$ cat config.mk
export PLATFORM = sky130hd
export DESIGN_NAME = multi_debouncer
export DESIGN_NICKNAME = d
export VERILOG_FILES = /design/src/rtl/multi_debouncer_pkg.sv /design/src/rtl/debounce_channel.sv /design/src/rtl/multi_debouncer.sv
export SDC_FILE = /design/constraint.sdc
export NUM_CORES = 1
export LEC_CHECK = 0
export ABC_AREA = 1
export BUFFER_PORTS_ARGS = -buffer_cell sky130_fd_sc_hd__buf_2
export CORE_MARGIN = 3
export CORE_UTILIZATION = 55
export DETAILED_ROUTE_END_ITERATION = 12
export GPL_ROUTABILITY_DRIVEN = 1
export PLACE_DENSITY = 0.79
export SLEW_MARGIN = 5
export SYNTH_ARGS = -nofsm -noshare
export SYNTH_HDL_FRONTEND = slang
export SYNTH_HIERARCHICAL = 1
export SYNTH_SLANG_ARGS = --single-unit
export TNS_END_PERCENT = 50
$ cat constraint.sdc
create_clock -name global_clock -period 2.1 [get_ports global_clock]
set_input_delay 0.105 -clock global_clock [delete_from_list [all_inputs] [get_ports global_clock]]
set_output_delay 0.105 -clock global_clock [all_outputs]
set_load 0.05 [all_outputs]
$ cat src/rtl/multi_debouncer_pkg.sv
// Shared types and helpers for the multi-channel button debouncer.
// Latency: n/a (declarations only).
// Backpressure: n/a.
//
// Contents:
//   deb_state_t    per-channel FSM state encoding
//   rpt_cnt_width  width of the auto-repeat counter for a given delay/period pair
package multi_debouncer_pkg;

    typedef enum logic [1:0] {
        IDLE      = 2'd0,
        PRESS_CHK = 2'd1,
        HELD      = 2'd2,
        REL_CHK   = 2'd3
    } deb_state_t;

    // Wide enough to hold the larger of the two repeat intervals.
    function automatic int rpt_cnt_width(input int delay, input int period);
        int longest;
        longest = (delay > period) ? delay : period;
        return $clog2(longest + 1);
    endfunction

endpackage

$ cat src/rtl/debounce_channel.sv
// One debounce channel: synchroniser, qualification FSM, stability counter, optional auto-repeat.
// Latency: press/release accepted SYNC_STAGES + 2^CNT_W edges after the raw input changes.
// Backpressure: none; pulses are single-cycle and are not held for a consumer.
//
// Ports:
//   global_clock   rising-edge clock
//   reset          asynchronous active-high reset
//   en             synchronous enable; low forces IDLE and zero outputs on the next edge
//   button_in      raw asynchronous button input
//   level          debounced level (registered)
//   level_d        value level takes on the next edge (feeds the top's any_pressed flop)
//   press_pulse    one-cycle pulse on accepted press (and on auto-repeat)
//   release_pulse  one-cycle pulse on accepted release
//
// Optional feature: AUTOREPEAT_EN adds a repeat counter that re-fires press_pulse while held.
module debounce_channel #(
    parameter int CNT_W         = 10,
    parameter int SYNC_STAGES   = 2
`ifdef AUTOREPEAT_EN
    ,
    parameter int REPEAT_DELAY  = 50_000_000,
    parameter int REPEAT_PERIOD = 10_000_000
`endif
) (
    input  logic global_clock,
    input  logic reset,
    input  logic en,
    input  logic button_in,
    output logic level,
    output logic level_d,
    output logic press_pulse,
    output logic release_pulse
);

    import multi_debouncer_pkg::*;

    localparam logic [CNT_W-1:0] CNT_MAX = '1;

    logic [SYNC_STAGES-1:0] sync_q;
    logic                   s;
    deb_state_t             state;
    logic [CNT_W-1:0]       cnt;
    logic                   cnt_done;

    assign s        = sync_q[SYNC_STAGES-1];
    assign cnt_done = (cnt == CNT_MAX);

    // The synchroniser runs regardless of en so the sampled value is valid the moment en returns.
    always_ff @(posedge global_clock or posedge reset) begin
        if (reset) begin
            sync_q <= '0;
        end else begin
            sync_q <= {sync_q[SYNC_STAGES-2:0], button_in};
        end
    end

    // Next debounced level; the top ORs these so any_pressed lines up with button_level.
    always_comb begin
        level_d = 1'b0;
        if (en) begin
            case (state)
                PRESS_CHK: level_d = s && cnt_done;
                HELD:      level_d = 1'b1;
                REL_CHK:   level_d = s || !cnt_done;
                default:   level_d = 1'b0;
            endcase
        end
    end

`ifdef AUTOREPEAT_EN
    localparam int             RPT_W       = rpt_cnt_width(REPEAT_DELAY, REPEAT_PERIOD);
    localparam logic [RPT_W-1:0] DELAY_LAST  = RPT_W'(REPEAT_DELAY - 1);
    localparam logic [RPT_W-1:0] PERIOD_LAST = RPT_W'(REPEAT_PERIOD - 1);

    logic [RPT_W-1:0] rpt_cnt;
    logic             rpt_first;   // still waiting for the initial (longer) delay
    logic             rpt_fire;

    // Only cycles spent in HELD with the input still high count towards a repeat.
    assign rpt_fire = en && (state == HELD) && s &&
                      (rpt_cnt == (rpt_first ? DELAY_LAST : PERIOD_LAST));

    // Cleared while not yet accepted so entry to HELD from PRESS_CHK starts from zero;
    // REL_CHK neither clears nor advances, so a bounce back to HELD resumes the count.
    always_ff @(posedge global_clock or posedge reset) begin
        if (reset) begin
            rpt_cnt   <= '0;
            rpt_first <= 1'b1;
        end else if (!en || state == IDLE || state == PRESS_CHK) begin
            rpt_cnt   <= '0;
            rpt_first <= 1'b1;
        end else if (state == HELD && s) begin
            if (rpt_fire) begin
                rpt_cnt   <= '0;
                rpt_first <= 1'b0;
            end else begin
                rpt_cnt <= rpt_cnt + 1'b1;
            end
        end
    end
`endif

    always_ff @(posedge global_clock or posedge reset) begin
        if (reset) begin
            state         <= IDLE;
            cnt           <= '0;
            level         <= 1'b0;
            press_pulse   <= 1'b0;
            release_pulse <= 1'b0;
        end else begin
            level         <= level_d;
            press_pulse   <= 1'b0;
            release_pulse <= 1'b0;
            if (!en) begin
                state <= IDLE;
                cnt   <= '0;
            end else begin
                case (state)
                    IDLE: begin
                        if (s) begin
                            state <= PRESS_CHK;
                            cnt   <= '0;
                        end
                    end
                    PRESS_CHK: begin
                        if (!s) begin
                            state <= IDLE;
                            cnt   <= '0;
                        end else if (cnt_done) begin
                            state       <= HELD;
                            cnt         <= '0;
                            press_pulse <= 1'b1;
                        end else begin
                            cnt <= cnt + 1'b1;
                        end
                    end
                    HELD: begin
                        if (!s) begin
                            state <= REL_CHK;
                            cnt   <= '0;
                        end
`ifdef AUTOREPEAT_EN
                        else if (rpt_fire) begin
                            press_pulse <= 1'b1;
                        end
`endif
                    end
                    REL_CHK: begin
                        if (s) begin
                            state <= HELD;
                            cnt   <= '0;
                        end else if (cnt_done) begin
                            state         <= IDLE;
                            cnt           <= '0;
                            release_pulse <= 1'b1;
                        end else begin
                            cnt <= cnt + 1'b1;
                        end
                    end
                    default: begin
                        state <= IDLE;
                        cnt   <= '0;
                    end
                endcase
            end
        end
    end

endmodule

$ cat src/rtl/multi_debouncer.sv
// Multi-channel push-button debouncer: NUM_CH independent debounce_channel instances.
// Latency: SYNC_STAGES + 2^CNT_W edges from raw input change to pulse; any_pressed aligned with button_level.
// Backpressure: none; outputs are registered levels and single-cycle pulses.
//
// Ports:
//   global_clock   rising-edge clock
//   reset          asynchronous active-high reset
//   en             synchronous enable; low forces all channels idle and all outputs to 0
//   button_in      raw asynchronous button inputs, bit i = channel i
//   button_level   debounced level per channel
//   press_pulse    one-cycle pulse per accepted press (and per auto-repeat)
//   release_pulse  one-cycle pulse per accepted release
//   any_pressed    registered OR of all debounced levels
//
// Optional feature: define AUTOREPEAT_EN to enable press auto-repeat (REPEAT_DELAY / REPEAT_PERIOD).
module multi_debouncer #(
    parameter int NUM_CH        = 4,
    parameter int CNT_W         = 10,
    parameter int SYNC_STAGES   = 2,
    parameter int REPEAT_DELAY  = 50_000_000,
    parameter int REPEAT_PERIOD = 10_000_000
) (
    input  logic              global_clock,
    input  logic              reset,
    input  logic              en,
    input  logic [NUM_CH-1:0] button_in,
    output logic [NUM_CH-1:0] button_level,
    output logic [NUM_CH-1:0] press_pulse,
    output logic [NUM_CH-1:0] release_pulse,
    output logic              any_pressed
);

    import multi_debouncer_pkg::*;

    logic [NUM_CH-1:0] level_d;

    for (genvar i = 0; i < NUM_CH; i++) begin : g_ch
        debounce_channel #(
            .CNT_W        (CNT_W),
            .SYNC_STAGES  (SYNC_STAGES)
`ifdef AUTOREPEAT_EN
            ,
            .REPEAT_DELAY (REPEAT_DELAY),
            .REPEAT_PERIOD(REPEAT_PERIOD)
`endif
        ) u_ch (
            .global_clock (global_clock),
            .reset        (reset),
            .en           (en),
            .button_in    (button_in[i]),
            .level        (button_level[i]),
            .level_d      (level_d[i]),
            .press_pulse  (press_pulse[i]),
            .release_pulse(release_pulse[i])
        );
    end

    // Registered from the channels' next levels so it never lags button_level by a cycle.
    always_ff @(posedge global_clock or posedge reset) begin
        if (reset) begin
            any_pressed <= 1'b0;
        end else begin
            any_pressed <= |level_d;
        end
    end

endmodule

==> impl_metrics.xml, run 1 <==
<?xml version="1.0" encoding="UTF-8"?>
<metrics>
  <group name="run_status">
    <metric name="status" unit="">complete, no violations</metric>
  </group>
  <group name="synth">
    <metric name="ys_seq_elements" unit="">69</metric>
    <metric name="synth_top_cells_by_area" unit="">sky130_fd_sc_hd__dfrtp_1 46%, sky130_fd_sc_hd__nand2_1 16%, sky130_fd_sc_hd__inv_1 7.4%</metric>
    <metric name="syn_area" unit="sq mm">0.00373</metric>
    <metric name="post_synth_net_total" unit="">486</metric>
    <metric name="synthMostInstantiatedCell" unit="">sky130_fd_sc_hd__nand2_1</metric>
    <metric name="synth_edf_count" unit="">0</metric>
    <metric name="synth.largest_area_cell" unit="">sky130_fd_sc_hd__dfrtp_1</metric>
    <metric name="postSynthCellCount" unit="">475</metric>
    <metric name="ys_dominant_reg_cell" unit="">sky130_fd_sc_hd__dfrtp_1</metric>
    <metric name="yosysUniqueCellTypes" unit="">25</metric>
    <metric name="synth.top_cells.by_count" unit="">159 x sky130_fd_sc_hd__nand2_1, 74 x sky130_fd_sc_hd__inv_1, 69 x sky130_fd_sc_hd__dfrtp_1</metric>
    <metric name="syn_area_per_cell" unit="sq um">7.86</metric>
    <metric name="synth_seq_area_share" unit="">0.463</metric>
    <metric name="synthesis.yosys.warnings" unit="">6</metric>
    <metric name="synth_top_area_share" unit="">0.463</metric>
    <metric name="synth_async_sr_flop_share" unit="">1.00</metric>
  </group>
  <group name="setup_path">
    <metric name="timing.critical_path.slowest_cell_delay" unit="ns">0.39</metric>
    <metric name="setup.worst_path.class" unit="">reg2reg</metric>
    <metric name="crit_top_cell" unit="">sky130_fd_sc_hd__nand2_1</metric>
    <metric name="rr_startpoint" unit="">g_ch[3].u_ch/cnt[0]</metric>
    <metric name="critical_path.endpoint_type" unit="">flip-flop</metric>
    <metric name="setup.worst_path.start" unit="">g_ch[3].u_ch/cnt[0]</metric>
    <metric name="critPathMaxFanout" unit="">6</metric>
    <metric name="critical_path_arrival" unit="ns">1.95</metric>
    <metric name="cpMaxStageDelayCell" unit="">sky130_fd_sc_hd__dfrtp_1</metric>
    <metric name="worst_path_dominant_cell_family" unit="">simple AND/OR/NAND/NOR gates</metric>
    <metric name="crit_path_cell_trace" unit="">ha_1 &gt; nand3_2 &gt; nor2_4 &gt; nand4_4 &gt; nand2_4 &gt; nand2_1 &gt; nand2_1 &gt; nand2_1 &gt; nor2_1 &gt; nand2_1</metric>
    <metric name="worstPathRequired" unit="ns">2.33</metric>
    <metric name="cp.buffers_inverters" unit="">0</metric>
    <metric name="critPathLaunchType" unit="">flip-flop</metric>
  </group>
  <group name="power_and_ir_drop">
    <metric name="power.static_leakage" unit="nW">2.28</metric>
    <metric name="netSwitchingPower" unit="uW">742</metric>
    <metric name="total_power" unit="mW">2.77</metric>
    <metric name="cellPowerDensity" unit="mW/mm^2">680</metric>
    <metric name="clock_power_share" unit="">0.370</metric>
    <metric name="vdd_drop_max" unit="uV">489</metric>
    <metric name="cellInternalPower" unit="mW">2.03</metric>
    <metric name="comb_power_share" unit="">0.115</metric>
    <metric name="seq_power_share" unit="">0.515</metric>
    <metric name="p_sw_frac" unit="">0.268</metric>
  </group>
  <group name="global_route">
    <metric name="grt_pass1_wl" unit="um">12300</metric>
    <metric name="via_count_of_the_first_global_routing_pass" unit="">2874</metric>
    <metric name="remaining_global_route_overflow" unit="">0</metric>
    <metric name="grt_antenna_before_repair" unit="">0</metric>
    <metric name="gr_util_all_layers" unit="">0.203</metric>
    <metric name="grt_start_max_net_pins" unit="">18</metric>
  </group>
  <group name="sta">
    <metric name="fmax" unit="MHz">582</metric>
    <metric name="fin_worst_skew" unit="ns">0.00946</metric>
    <metric name="max-slew-margin-rel" unit="">0.554</metric>
    <metric name="final_setup_vio_count" unit="">0</metric>
    <metric name="timing.final.max_slew_violations" unit="">0</metric>
    <metric name="final.min_clock_period" unit="ns">1.72</metric>
    <metric name="worst_margin_pin_slew" unit="ns">0.668</metric>
    <metric name="fin_setup_tns" unit="ns">0</metric>
    <metric name="finalHoldViolations" unit="">0</metric>
    <metric name="layout_setup_ws" unit="ns">0.381</metric>
    <metric name="grt_setup_unrepaired" unit="">no</metric>
    <metric name="layout_worst_path_cycle_share" unit="">0.819</metric>
  </group>
  <group name="clocking">
    <metric name="tritoncts" unit="">built</metric>
    <metric name="path_clk_slew" unit="ns">0.07</metric>
    <metric name="clock_sink_count" unit="">69</metric>
    <metric name="clockBufferDepth" unit="">2</metric>
    <metric name="cts_setup_buffers" unit="">0</metric>
    <metric name="worst_skew_pair.late_latency" unit="ns">0.35</metric>
    <metric name="cts_htree_levels" unit="">3</metric>
    <metric name="root_buffer" unit="">sky130_fd_sc_hd__clkbuf_8</metric>
    <metric name="cts_resized" unit="">0</metric>
    <metric name="tritoncts.num_buffers" unit="">9</metric>
  </group>
  <group name="floorplanning">
    <metric name="dieWidth" unit="um">88.4</metric>
    <metric name="start_util" unit="">0.578</metric>
    <metric name="die_area" unit="sq mm">0.00781</metric>
    <metric name="floorplan.rows" unit="">29</metric>
    <metric name="top_level_port_count" unit="">20</metric>
    <metric name="die_h" unit="um">88.4</metric>
    <metric name="design.core.area" unit="sq mm">0.00646</metric>
  </group>
  <group name="routing">
    <metric name="antenna_left" unit="">0</metric>
    <metric name="route.vias.total" unit="">3009</metric>
    <metric name="avgViaCountPerCell" unit="">5.16</metric>
    <metric name="wire_per_inst" unit="um">12.6</metric>
    <metric name="detail_route.first_pass.iterations" unit="">5</metric>
    <metric name="dr.first_iter.drc_count" unit="">169</metric>
    <metric name="total_length_of_routed_wires" unit="um">7320</metric>
    <metric name="drc_errors" unit="">0</metric>
  </group>
  <group name="worst_hold_path">
    <metric name="worst_hold_path_type" unit="">in2reg</metric>
    <metric name="hp_start" unit="">en</metric>
  </group>
  <group name="layout">
    <metric name="seq_area" unit="sq mm">0.00173</metric>
    <metric name="design.final.nets" unit="">514</metric>
    <metric name="syn_to_final_growth" unit="%">9.19</metric>
    <metric name="drive_gt1_frac" unit="">0.125</metric>
    <metric name="fill_cells" unit="">539</metric>
    <metric name="footprint_of_the_multi_input_gates" unit="sq mm">0.00163</metric>
    <metric name="n_antenna_cell" unit="">0</metric>
  </group>
  <group name="placement">
    <metric name="detailed_place_hpwl" unit="um">5090</metric>
    <metric name="portBuffers" unit="">19</metric>
    <metric name="place.gp.congestion" unit="">0.847</metric>
    <metric name="pre_cts_ws" unit="ns">0.448</metric>
  </group>
  <group name="flow_run">
    <metric name="max_cap_violations" unit="">0</metric>
  </group>
</metrics>
worst register-to-register path: stages (launching register included):
cell and delay (ns):
sky130_fd_sc_hd__dfrtp_1 0.39, sky130_fd_sc_hd__ha_1 0.22, sky130_fd_sc_hd__nand3_2 0.14, sky130_fd_sc_hd__nor2_4 0.18
sky130_fd_sc_hd__nand4_4 0.17, sky130_fd_sc_hd__nand2_4 0.13, sky130_fd_sc_hd__nand2_1 0.06, sky130_fd_sc_hd__nand2_1 0.09
sky130_fd_sc_hd__nand2_1 0.07, sky130_fd_sc_hd__nor2_1 0.12, sky130_fd_sc_hd__nand2_1 0.06
power groups by stage:
stage | clock network (mW) | logic, mW | registers (mW)
after global placement | 0 | 0.303 | 1.45
final | 1.03 | 0.318 | 1.43
after global routing | 1.11 | 0.359 | 1.43
after detailed placement | 0 | 0.310 | 1.45
after CTS | 1.07 | 0.320 | 1.43
after floorplan | 0 | 0.219 | 1.49
final cells by class:
type / instances / area share
Inverter: 79 / 0.0737
Clock inverter: 2 / 0.00860
Multi-Input combinational cell: 320 / 0.399
Sequential cell: 69 / 0.424
Clock buffer: 12 / 0.0356
Tap cell: 77 / 0.0236
Timing Repair Buffer: 24 / 0.0356
flip-flops by register name (all words and copies together), names as in the netlist:
name / count
g_ch.u_ch/cnt: 40
g_ch.u_ch/state: 8
g_ch.u_ch/sync_q: 8
g_ch.u_ch/level: 4
g_ch.u_ch/press_pulse: 4
g_ch.u_ch/release_pulse: 4
any_pressed: 1
what timing repair did:
action | 4_1_cts | 5_1_grt
endpoints found under the hold margin | 73 | 0
setup endpoints to repair | 0 | 0
hold buffers | 5 | 0
metrics by stage:
step | utilization | instance area, sq um | cells | hold slack, ns
6_report | 0.631 | 4080 | 583 | 0.132
5_1_grt | 0.631 | 4080 | 583 | 0.138
4_1_cts | 0.631 | 4080 | 583 | 0.109
3_5_place_dp | 0.595 | 3840 | 564 | -0.00749
3_3_place_gp | 0.595 | 3840 | 564 | -0.00857
2_1_floorplan | - | 3730 | 475 | -0.166
kinds of logic (layout without fill, tap and decap cells):
group                    Yosys count  count (layout)  synth area share
adder cells (fa/ha/maj)            4               4            0.0134
AND/OR/NAND/NOR                  263             263             0.339
XOR/XNOR                          11              11            0.0258
flip-flops                        69              69             0.463
buffers and inverters             86             117             0.102
AO/OA/AOI/OAI                     42              42            0.0573
layout by cell type, fill, tap and decap left out, types with 5 or more instances in the layout:
cell,instances
sky130_fd_sc_hd__nand2_1,159
sky130_fd_sc_hd__inv_1,74
sky130_fd_sc_hd__dfrtp_1,69
sky130_fd_sc_hd__nor2_1,35
sky130_fd_sc_hd__nand3_1,25
sky130_fd_sc_hd__o21ai_0,22
sky130_fd_sc_hd__buf_2,19
sky130_fd_sc_hd__a21oi_1,13
sky130_fd_sc_hd__clkbuf_8,10
sky130_fd_sc_hd__nand4_1,8
sky130_fd_sc_hd__xnor2_1,7
sky130_fd_sc_hd__nand2_2,6
sky130_fd_sc_hd__nand3_2,6
sky130_fd_sc_hd__nand3b_1,6
sky130_fd_sc_hd__o21ai_1,5
sky130_fd_sc_hd__dlygate4sd3_1,5
path summary, 6_finish.rpt:
path / end / slack [ns] / cells past startpoint
max: any_pressed / 0.38 / 10
min: g_ch[3].u_ch/state[0] / 0.13 / 3
max reg2reg: any_pressed / 0.38 / 10
min reg2reg: g_ch[2].u_ch/sync_q[1] / 0.35 / 0
max in group asynchronous: g_ch[2].u_ch/sync_q[0] / 1.18 / 3
min in group asynchronous: any_pressed / 0.23 / 3
layer usage:
metal,up-vias,GRT usage,share of wire
met5,-,0,0
met4,0,0.0810,0.019
met3,16,0.0559,0.040
met2,63,0.359,0.51
met1,1406,0.232,0.43
li1,1524,-,-
(Power assumes the default switching activity.)
==> run 2, diff against run 1 <==
==> constraint.sdc (replaced) <==
create_clock -name global_clock -period 1.6 [get_ports global_clock]
set_input_delay 0.08 -clock global_clock [delete_from_list [all_inputs] [get_ports global_clock]]
set_output_delay 0.08 -clock global_clock [all_outputs]
set_load 0.05 [all_outputs]
==> run 2 against run 1 <==
  * First-iteration DRC count shrank 35%
  * Sequential cell count did not move
  * Critical path depth is the same
  * Setup slack worse by 0.30 ns
  * Total power rose by 41%
  * Wire length grew 3.2%
  * Combinational power rose by 47%
==> impl_metrics.xml, run 2 (synthesis gave the netlist of run 1 again) <==
<?xml version="1.0" encoding="UTF-8"?>
<metrics>
  <group name="sta">
    <metric name="worst_margin_pin_slew" unit="ns">0.649</metric>
    <metric name="fin_worst_skew" unit="ns">0.0112</metric>
    <metric name="finalHoldViolations" unit="">0</metric>
    <metric name="layout_worst_path_cycle_share" unit="">0.952</metric>
    <metric name="final_setup_vio_count" unit="">0</metric>
    <metric name="fmax" unit="MHz">657</metric>
    <metric name="final.min_clock_period" unit="ns">1.52</metric>
    <metric name="timing.final.max_slew_violations" unit="">0</metric>
    <metric name="fin_setup_tns" unit="ns">0</metric>
    <metric name="max-slew-margin-rel" unit="">0.567</metric>
  </group>
  <group name="layout">
    <metric name="design.final.nets" unit="">535</metric>
    <metric name="drive_gt1_frac" unit="">0.176</metric>
    <metric name="n_antenna_cell" unit="">0</metric>
    <metric name="largest_register_ffs" unit="">40</metric>
    <metric name="fill_cells" unit="">504</metric>
    <metric name="design_area" unit="sq mm">0.00433</metric>
    <metric name="mostFrequentLayoutCell" unit="">sky130_fd_sc_hd__nand2_1</metric>
    <metric name="utilization" unit="">0.671</metric>
    <metric name="syn_to_final_growth" unit="%">16.1</metric>
    <metric name="top_register" unit="">g_ch.u_ch/cnt</metric>
    <metric name="final_cell_mix" unit="">158 x sky130_fd_sc_hd__nand2_1, 74 x sky130_fd_sc_hd__inv_1, 69 x sky130_fd_sc_hd__dfrtp_1</metric>
    <metric name="biggest_regs" unit="">g_ch.u_ch/cnt: 40 flops, g_ch.u_ch/state: 8 flops, g_ch.u_ch/sync_q: 8 flops</metric>
  </group>
  <group name="setup_path">
    <metric name="critPathLaunchType" unit="">flip-flop</metric>
    <metric name="critical_path_arrival" unit="ns">1.76</metric>
    <metric name="timing.critical_path.slowest_cell_delay" unit="ns">0.43</metric>
    <metric name="cp.buffers_inverters" unit="">0</metric>
    <metric name="r2r_slack" unit="ns">0.08</metric>
    <metric name="critPathMaxFanout" unit="">4</metric>
    <metric name="rr_startpoint" unit="">g_ch[3].u_ch/cnt[0]</metric>
    <metric name="setup.worst_path.start" unit="">g_ch[3].u_ch/cnt[0]</metric>
    <metric name="worst_path_dominant_cell_family" unit="">simple AND/OR/NAND/NOR gates</metric>
    <metric name="crit_top_cell" unit="">sky130_fd_sc_hd__nand2_1</metric>
    <metric name="reg2regPathDepth" unit="">10</metric>
    <metric name="crit_path_cell_trace" unit="">ha_4 &gt; nand3_4 &gt; nor2_4 &gt; nand4_4 &gt; nand2_4 &gt; nand2_1 &gt; nand2_1 &gt; nand2_1 &gt; nor2_1 &gt; nand2_1</metric>
    <metric name="rr_endpoint" unit="">any_pressed</metric>
    <metric name="critical_path.endpoint_type" unit="">flip-flop</metric>
    <metric name="worstPathRequired" unit="ns">1.83</metric>
    <metric name="cpMaxStageDelayCell" unit="">sky130_fd_sc_hd__dfrtp_1</metric>
    <metric name="setup.worst_path.class" unit="">reg2reg</metric>
  </group>
  <group name="routing">
    <metric name="antenna_left" unit="">0</metric>
    <metric name="route.vias.total" unit="">3061</metric>
    <metric name="wire_per_inst" unit="um">12.5</metric>
    <metric name="dr.first_iter.drc_count" unit="">110</metric>
    <metric name="detail_route.first_pass.iterations" unit="">4</metric>
    <metric name="avgViaCountPerCell" unit="">5.05</metric>
    <metric name="drc_errors" unit="">0</metric>
    <metric name="total_length_of_routed_wires" unit="um">7550</metric>
  </group>
  <group name="global_route">
    <metric name="remaining_global_route_overflow" unit="">0</metric>
    <metric name="grt_start_max_net_pins" unit="">18</metric>
    <metric name="grt_pass1_wl" unit="um">12800</metric>
    <metric name="gr_util_all_layers" unit="">0.209</metric>
    <metric name="via_count_of_the_first_global_routing_pass" unit="">2953</metric>
    <metric name="grt_antenna_before_repair" unit="">0</metric>
  </group>
  <group name="power_and_ir_drop">
    <metric name="power.static_leakage" unit="nW">2.40</metric>
    <metric name="vdd_drop_max" unit="uV">785</metric>
    <metric name="cellPowerDensity" unit="mW/mm^2">903</metric>
  </group>
  <group name="floorplanning">
    <metric name="top_level_port_count" unit="">20</metric>
    <metric name="design.core.area" unit="sq mm">0.00646</metric>
    <metric name="die_h" unit="um">88.4</metric>
    <metric name="dieWidth" unit="um">88.4</metric>
    <metric name="die_area" unit="sq mm">0.00781</metric>
    <metric name="start_util" unit="">0.578</metric>
    <metric name="floorplan.rows" unit="">29</metric>
  </group>
  <group name="run_status">
    <metric name="status" unit="">complete, no violations</metric>
  </group>
  <group name="worst_hold_path">
    <metric name="holdPathStages" unit="">3</metric>
    <metric name="holdPathEnd" unit="">g_ch[1].u_ch/state[0]</metric>
    <metric name="worst_hold_path_type" unit="">in2reg</metric>
    <metric name="hp_start" unit="">en</metric>
  </group>
  <group name="clocking">
    <metric name="clockBufferDepth" unit="">2</metric>
    <metric name="path_clk_slew" unit="ns">0.07</metric>
    <metric name="worst_skew_pair.late_latency" unit="ns">0.34</metric>
    <metric name="cts_htree_levels" unit="">3</metric>
    <metric name="root_buffer" unit="">sky130_fd_sc_hd__clkbuf_8</metric>
    <metric name="tritoncts.num_buffers" unit="">9</metric>
    <metric name="tritoncts" unit="">built</metric>
    <metric name="clock_sink_count" unit="">69</metric>
  </group>
  <group name="placement">
    <metric name="detailed_place_hpwl" unit="um">5160</metric>
    <metric name="portBuffers" unit="">19</metric>
    <metric name="place.gp.congestion" unit="">0.905</metric>
    <metric name="dpl_cell_area" unit="sq mm">0.00393</metric>
  </group>
  <group name="flow_run">
    <metric name="max_cap_violations" unit="">0</metric>
  </group>
</metrics>
[run 2: layer usage]
| layer | track usage | routed length [um] | vias up | part of all wire |
|---|---|---|---|---|
| li1 | - | - | 1569 | - |
| met1 | 0.264 | 3300 | 1440 | 0.44 |
| met2 | 0.352 | 3900 | 43 | 0.52 |
| met3 | 0.0596 | 273 | 9 | 0.036 |
| met4 | 0.0577 | 82 | 0 | 0.011 |
| met5 | 0 | 0 | - | 0 |
[run 2: where the power goes]
part           internal (mW)  switching [mW]
clock                  0.934           0.652
combinational          0.138           0.329
sequential              1.81          0.0536
[run 2: worst max path at each step]
stage	to	slack, ns	depth (start not counted)
after floorplan	any_pressed	0.13	10
after global placement	any_pressed	0.11	10
after detailed placement	any_pressed	0.05	10
after CTS	any_pressed	0.03	10
after global routing	any_pressed	-0.05	10
final	any_pressed	0.08	10
[run 2: timing repair]
action,in CTS,in global routing
hold buffers,5,0
endpoints found under the hold margin,73,0
endpoints found under the setup margin,0,3
gates resized for setup,0,9
buffers inserted,0,10
[run 2: cell type report]
cell class,instances,area (sq um),share of cell area
clock inverter,2,37.5,0.00866
sequential,69,1730,0.398
tap,77,96.3,0.0222
timing repair buffer,45,303,0.0699
inverter,79,300,0.0693
clock buffer,14,193,0.0445
multi-input combinational,320,1680,0.387
[run 2: tightest hold or removal path, cell delays in order]
cell and delay, ns:
sky130_fd_sc_hd__buf_2 0.20, sky130_fd_sc_hd__nand2_1 0.11, sky130_fd_sc_hd__a21oi_1 0.04
[run 2: metrics by stage]
| stage | cells | setup slack [ns] | hold slack [ns] | total power, mW |
|---|---|---|---|---|
| final | 606 | 0.0770 | 0.122 | 3.91 |
| after global routing | 606 | -0.0478 | 0.122 | 4.10 |
| after CTS | 596 | 0.0310 | 0.110 | 3.94 |
| after detailed placement | 575 | 0.0540 | -0.0353 | 2.33 |
| after global placement | 575 | 0.106 | -0.0364 | 2.32 |
| after floorplan | 475 | 0.131 | -0.191 | 2.24 |
==> run 3, diff against run 2 <==
--- a/config.mk
+++ b/config.mk
@@ -12,6 +12,7 @@
 export DETAILED_ROUTE_END_ITERATION = 12
 export GPL_ROUTABILITY_DRIVEN = 1
 export PLACE_DENSITY = 0.79
+export SETUP_SLACK_MARGIN = 0.15
 export SLEW_MARGIN = 5
 export SYNTH_ARGS = -nofsm -noshare
 export SYNTH_HDL_FRONTEND = slang
==> run 3 against run 2 <==
  * Register-to-register slack gained 0.07 ns
  * Sequential share of layout area down 0.63 points
  * Final cell count up 1.5%
  * Maximum frequency is 5.1% higher
  * Highest routed layer unchanged
==> impl_metrics.xml, run 3 (synthesis gave the netlist of run 1 again) <==
<?xml version="1.0" encoding="UTF-8"?>
<metrics>
  <group name="run_status">
    <metric name="status" unit="">complete, no violations</metric>
  </group>
  <group name="layout">
    <metric name="design.final.nets" unit="">545</metric>
    <metric name="top_register" unit="">g_ch.u_ch/cnt</metric>
    <metric name="final_cell_mix" unit="">151 x sky130_fd_sc_hd__nand2_1, 72 x sky130_fd_sc_hd__inv_1, 69 x sky130_fd_sc_hd__dfrtp_1</metric>
    <metric name="biggest_regs" unit="">g_ch.u_ch/cnt: 40 flops, g_ch.u_ch/state: 8 flops, g_ch.u_ch/sync_q: 8 flops</metric>
    <metric name="largest_register_ffs" unit="">40</metric>
    <metric name="drive_gt1_frac" unit="">0.204</metric>
    <metric name="syn_to_final_growth" unit="%">18.0</metric>
    <metric name="n_antenna_cell" unit="">0</metric>
    <metric name="mostFrequentLayoutCell" unit="">sky130_fd_sc_hd__nand2_1</metric>
  </group>
  <group name="routing">
    <metric name="drc_errors" unit="">0</metric>
    <metric name="topRoutingLayerUsed" unit="">met4</metric>
    <metric name="met3RoutedLength" unit="um">295</metric>
    <metric name="route.vias.total" unit="">3123</metric>
    <metric name="wire_per_inst" unit="um">12.1</metric>
    <metric name="detail_route.first_pass.iterations" unit="">4</metric>
    <metric name="total_length_of_routed_wires" unit="um">7450</metric>
    <metric name="avgViaCountPerCell" unit="">5.08</metric>
    <metric name="route.layer.met1.wl" unit="um">3340</metric>
    <metric name="detailroute.wirelength.met2" unit="um">3640</metric>
    <metric name="dr.first_iter.drc_count" unit="">145</metric>
    <metric name="antenna_left" unit="">0</metric>
  </group>
  <group name="power_and_ir_drop">
    <metric name="p_sw_frac" unit="">0.273</metric>
    <metric name="clock_power_share" unit="">0.359</metric>
    <metric name="power.static_leakage" unit="nW">2.44</metric>
    <metric name="cellPowerDensity" unit="mW/mm^2">836</metric>
    <metric name="seq_power_share" unit="">0.507</metric>
    <metric name="netSwitchingPower" unit="mW">1.01</metric>
    <metric name="vdd_drop_max" unit="uV">514</metric>
    <metric name="cellInternalPower" unit="mW">2.67</metric>
    <metric name="comb_power_share" unit="">0.134</metric>
  </group>
  <group name="setup_path">
    <metric name="r2r_slack" unit="ns">0.15</metric>
    <metric name="worstPathRequired" unit="ns">1.84</metric>
    <metric name="crit_path_end" unit="">any_pressed</metric>
    <metric name="rr_startpoint" unit="">g_ch[0].u_ch/cnt[0]</metric>
    <metric name="critical_path.endpoint_type" unit="">flip-flop</metric>
    <metric name="setup.worst_path.start" unit="">g_ch[0].u_ch/cnt[0]</metric>
    <metric name="critPathLaunchType" unit="">flip-flop</metric>
    <metric name="rr_endpoint" unit="">any_pressed</metric>
    <metric name="setup.worst_path.class" unit="">reg2reg</metric>
    <metric name="critPathMaxFanout" unit="">5</metric>
    <metric name="critical_path_arrival" unit="ns">1.69</metric>
    <metric name="reg2regPathDepth" unit="">10</metric>
  </group>
  <group name="floorplanning">
    <metric name="start_util" unit="">0.578</metric>
    <metric name="die_area" unit="sq mm">0.00781</metric>
    <metric name="design.core.area" unit="sq mm">0.00646</metric>
    <metric name="top_level_port_count" unit="">20</metric>
    <metric name="die_h" unit="um">88.4</metric>
    <metric name="dieWidth" unit="um">88.4</metric>
    <metric name="floorplan.rows" unit="">29</metric>
  </group>
  <group name="flow_run">
    <metric name="max_cap_violations" unit="">0</metric>
  </group>
  <group name="sta">
    <metric name="layout_worst_path_cycle_share" unit="">0.906</metric>
    <metric name="final_hold_slack" unit="ns">0.110</metric>
    <metric name="max-slew-margin-rel" unit="">0.568</metric>
    <metric name="timing.final.max_slew_violations" unit="">0</metric>
    <metric name="final_setup_vio_count" unit="">0</metric>
    <metric name="fin_worst_skew" unit="ns">0.00817</metric>
    <metric name="fmax" unit="MHz">690</metric>
    <metric name="fin_setup_tns" unit="ns">0</metric>
    <metric name="finalHoldViolations" unit="">0</metric>
    <metric name="worst_margin_pin_slew" unit="ns">0.647</metric>
    <metric name="grt_setup_unrepaired" unit="">yes</metric>
    <metric name="final.min_clock_period" unit="ns">1.45</metric>
  </group>
  <group name="global_route">
    <metric name="grt_pass1_wl" unit="um">12800</metric>
    <metric name="gr_util_all_layers" unit="">0.214</metric>
    <metric name="remaining_global_route_overflow" unit="">0</metric>
    <metric name="grt_antenna_before_repair" unit="">0</metric>
    <metric name="via_count_of_the_first_global_routing_pass" unit="">2946</metric>
    <metric name="grt_start_max_net_pins" unit="">18</metric>
  </group>
  <group name="placement">
    <metric name="portBuffers" unit="">19</metric>
    <metric name="place.gp.congestion" unit="">0.910</metric>
    <metric name="detailed_place_hpwl" unit="um">5210</metric>
  </group>
  <group name="clocking">
    <metric name="clock_sink_count" unit="">69</metric>
    <metric name="clockBufferDepth" unit="">2</metric>
    <metric name="root_buffer" unit="">sky130_fd_sc_hd__clkbuf_8</metric>
    <metric name="path_clk_slew" unit="ns">0.07</metric>
    <metric name="tritoncts.num_buffers" unit="">9</metric>
    <metric name="cts_htree_levels" unit="">3</metric>
    <metric name="worst_skew_pair.late_latency" unit="ns">0.35</metric>
    <metric name="tritoncts" unit="">built</metric>
  </group>
  <group name="worst_hold_path">
    <metric name="worst_hold_path_type" unit="">in2reg</metric>
  </group>
</metrics>
## run 3: changes by cell type in the layout (fill, tap and decap cells not counted), moves of 2 or more
cell	delta
sky130_fd_sc_hd__nand2_1	-7
sky130_fd_sc_hd__clkbuf_1	+4
sky130_fd_sc_hd__nor2_1	-2
sky130_fd_sc_hd__nor2_2	+2
sky130_fd_sc_hd__inv_1	-2
sky130_fd_sc_hd__nand2_2	+7
sky130_fd_sc_hd__inv_2	+2
sky130_fd_sc_hd__buf_4	+10
sky130_fd_sc_hd__clkbuf_8	-5
## run 3: worst min path at each step
stage                     startpoint                    endpoint  slack [ns]  cells past startpoint
after global placement         reset                 any_pressed       -0.04                      2
final                             en       g_ch[3].u_ch/state[0]        0.11                      3
after global routing              en  g_ch[2].u_ch/release_pulse        0.12                      3
after detailed placement       reset                 any_pressed       -0.03                      2
after floorplan                reset                 any_pressed       -0.19                      1
after CTS                         en       g_ch[3].u_ch/state[0]        0.10                      3
## run 3: metal layers
| layer | GRT usage | up-vias |
|---|---|---|
| li1 | - | 1586 |
| met1 | 0.268 | 1458 |
| met2 | 0.341 | 61 |
| met3 | 0.0605 | 18 |
| met4 | 0.100 | 0 |
| met5 | 0 | - |
## run 3: power by group through the flow
stage / Clock [mW] / Combinational, mW / Sequential [mW]
2_1_floorplan: 0 / 0.287 / 1.96
3_3_place_gp: 0 / 0.430 / 1.89
3_5_place_dp: 0 / 0.441 / 1.89
4_1_cts: 1.35 / 0.474 / 1.86
5_1_grt: 1.45 / 0.549 / 1.87
6_report: 1.32 / 0.492 / 1.87
## run 3: area by class of cell
| class | instances | area (sq um) |
|---|---|---|
| fill | 496 | 2060 |
| multi-input combinational | 320 | 1730 |
| sequential | 69 | 1730 |
| timing repair buffer | 55 | 378 |
| inverter | 79 | 300 |
| clock buffer | 13 | 139 |
| tap | 77 | 96.3 |
| clock inverter | 2 | 35.0 |
## run 3: repair_timing
item,4_1_cts,5_1_grt
setup endpoints to repair,3,27
hold buffers,5,0
setup buffers,17,4
gates cloned,0,0
resized for setup,9,13
pin swaps,9,9
endpoints found under the hold margin,73,0
## run 3: worst max-delay path, stage by stage (launching register included)
cell	delay [ns]
sky130_fd_sc_hd__dfrtp_1	0.39
sky130_fd_sc_hd__ha_4	0.16
sky130_fd_sc_hd__nand2_2	0.07
sky130_fd_sc_hd__nor2_4	0.15
sky130_fd_sc_hd__nand4_4	0.10
sky130_fd_sc_hd__nand2_4	0.11
sky130_fd_sc_hd__nand2_1	0.06
sky130_fd_sc_hd__nand2_2	0.07
sky130_fd_sc_hd__nand2_1	0.07
sky130_fd_sc_hd__nor2_2	0.11
sky130_fd_sc_hd__nand2_1	0.05
## run 3: through the flow
step                utilization  total power [mW]  setup slack [ns]  instances  cell area [sq um]
floorplan                     -              2.24             0.153        475               3740
global placement          0.608              2.32             0.110        574               3930
detailed placement        0.608              2.33            0.0304        574               3930
CTS                       0.671              3.69             0.153        611               4340
global route              0.682              3.87            0.0206        615               4400
finish                    0.682              3.68             0.151        615               4400
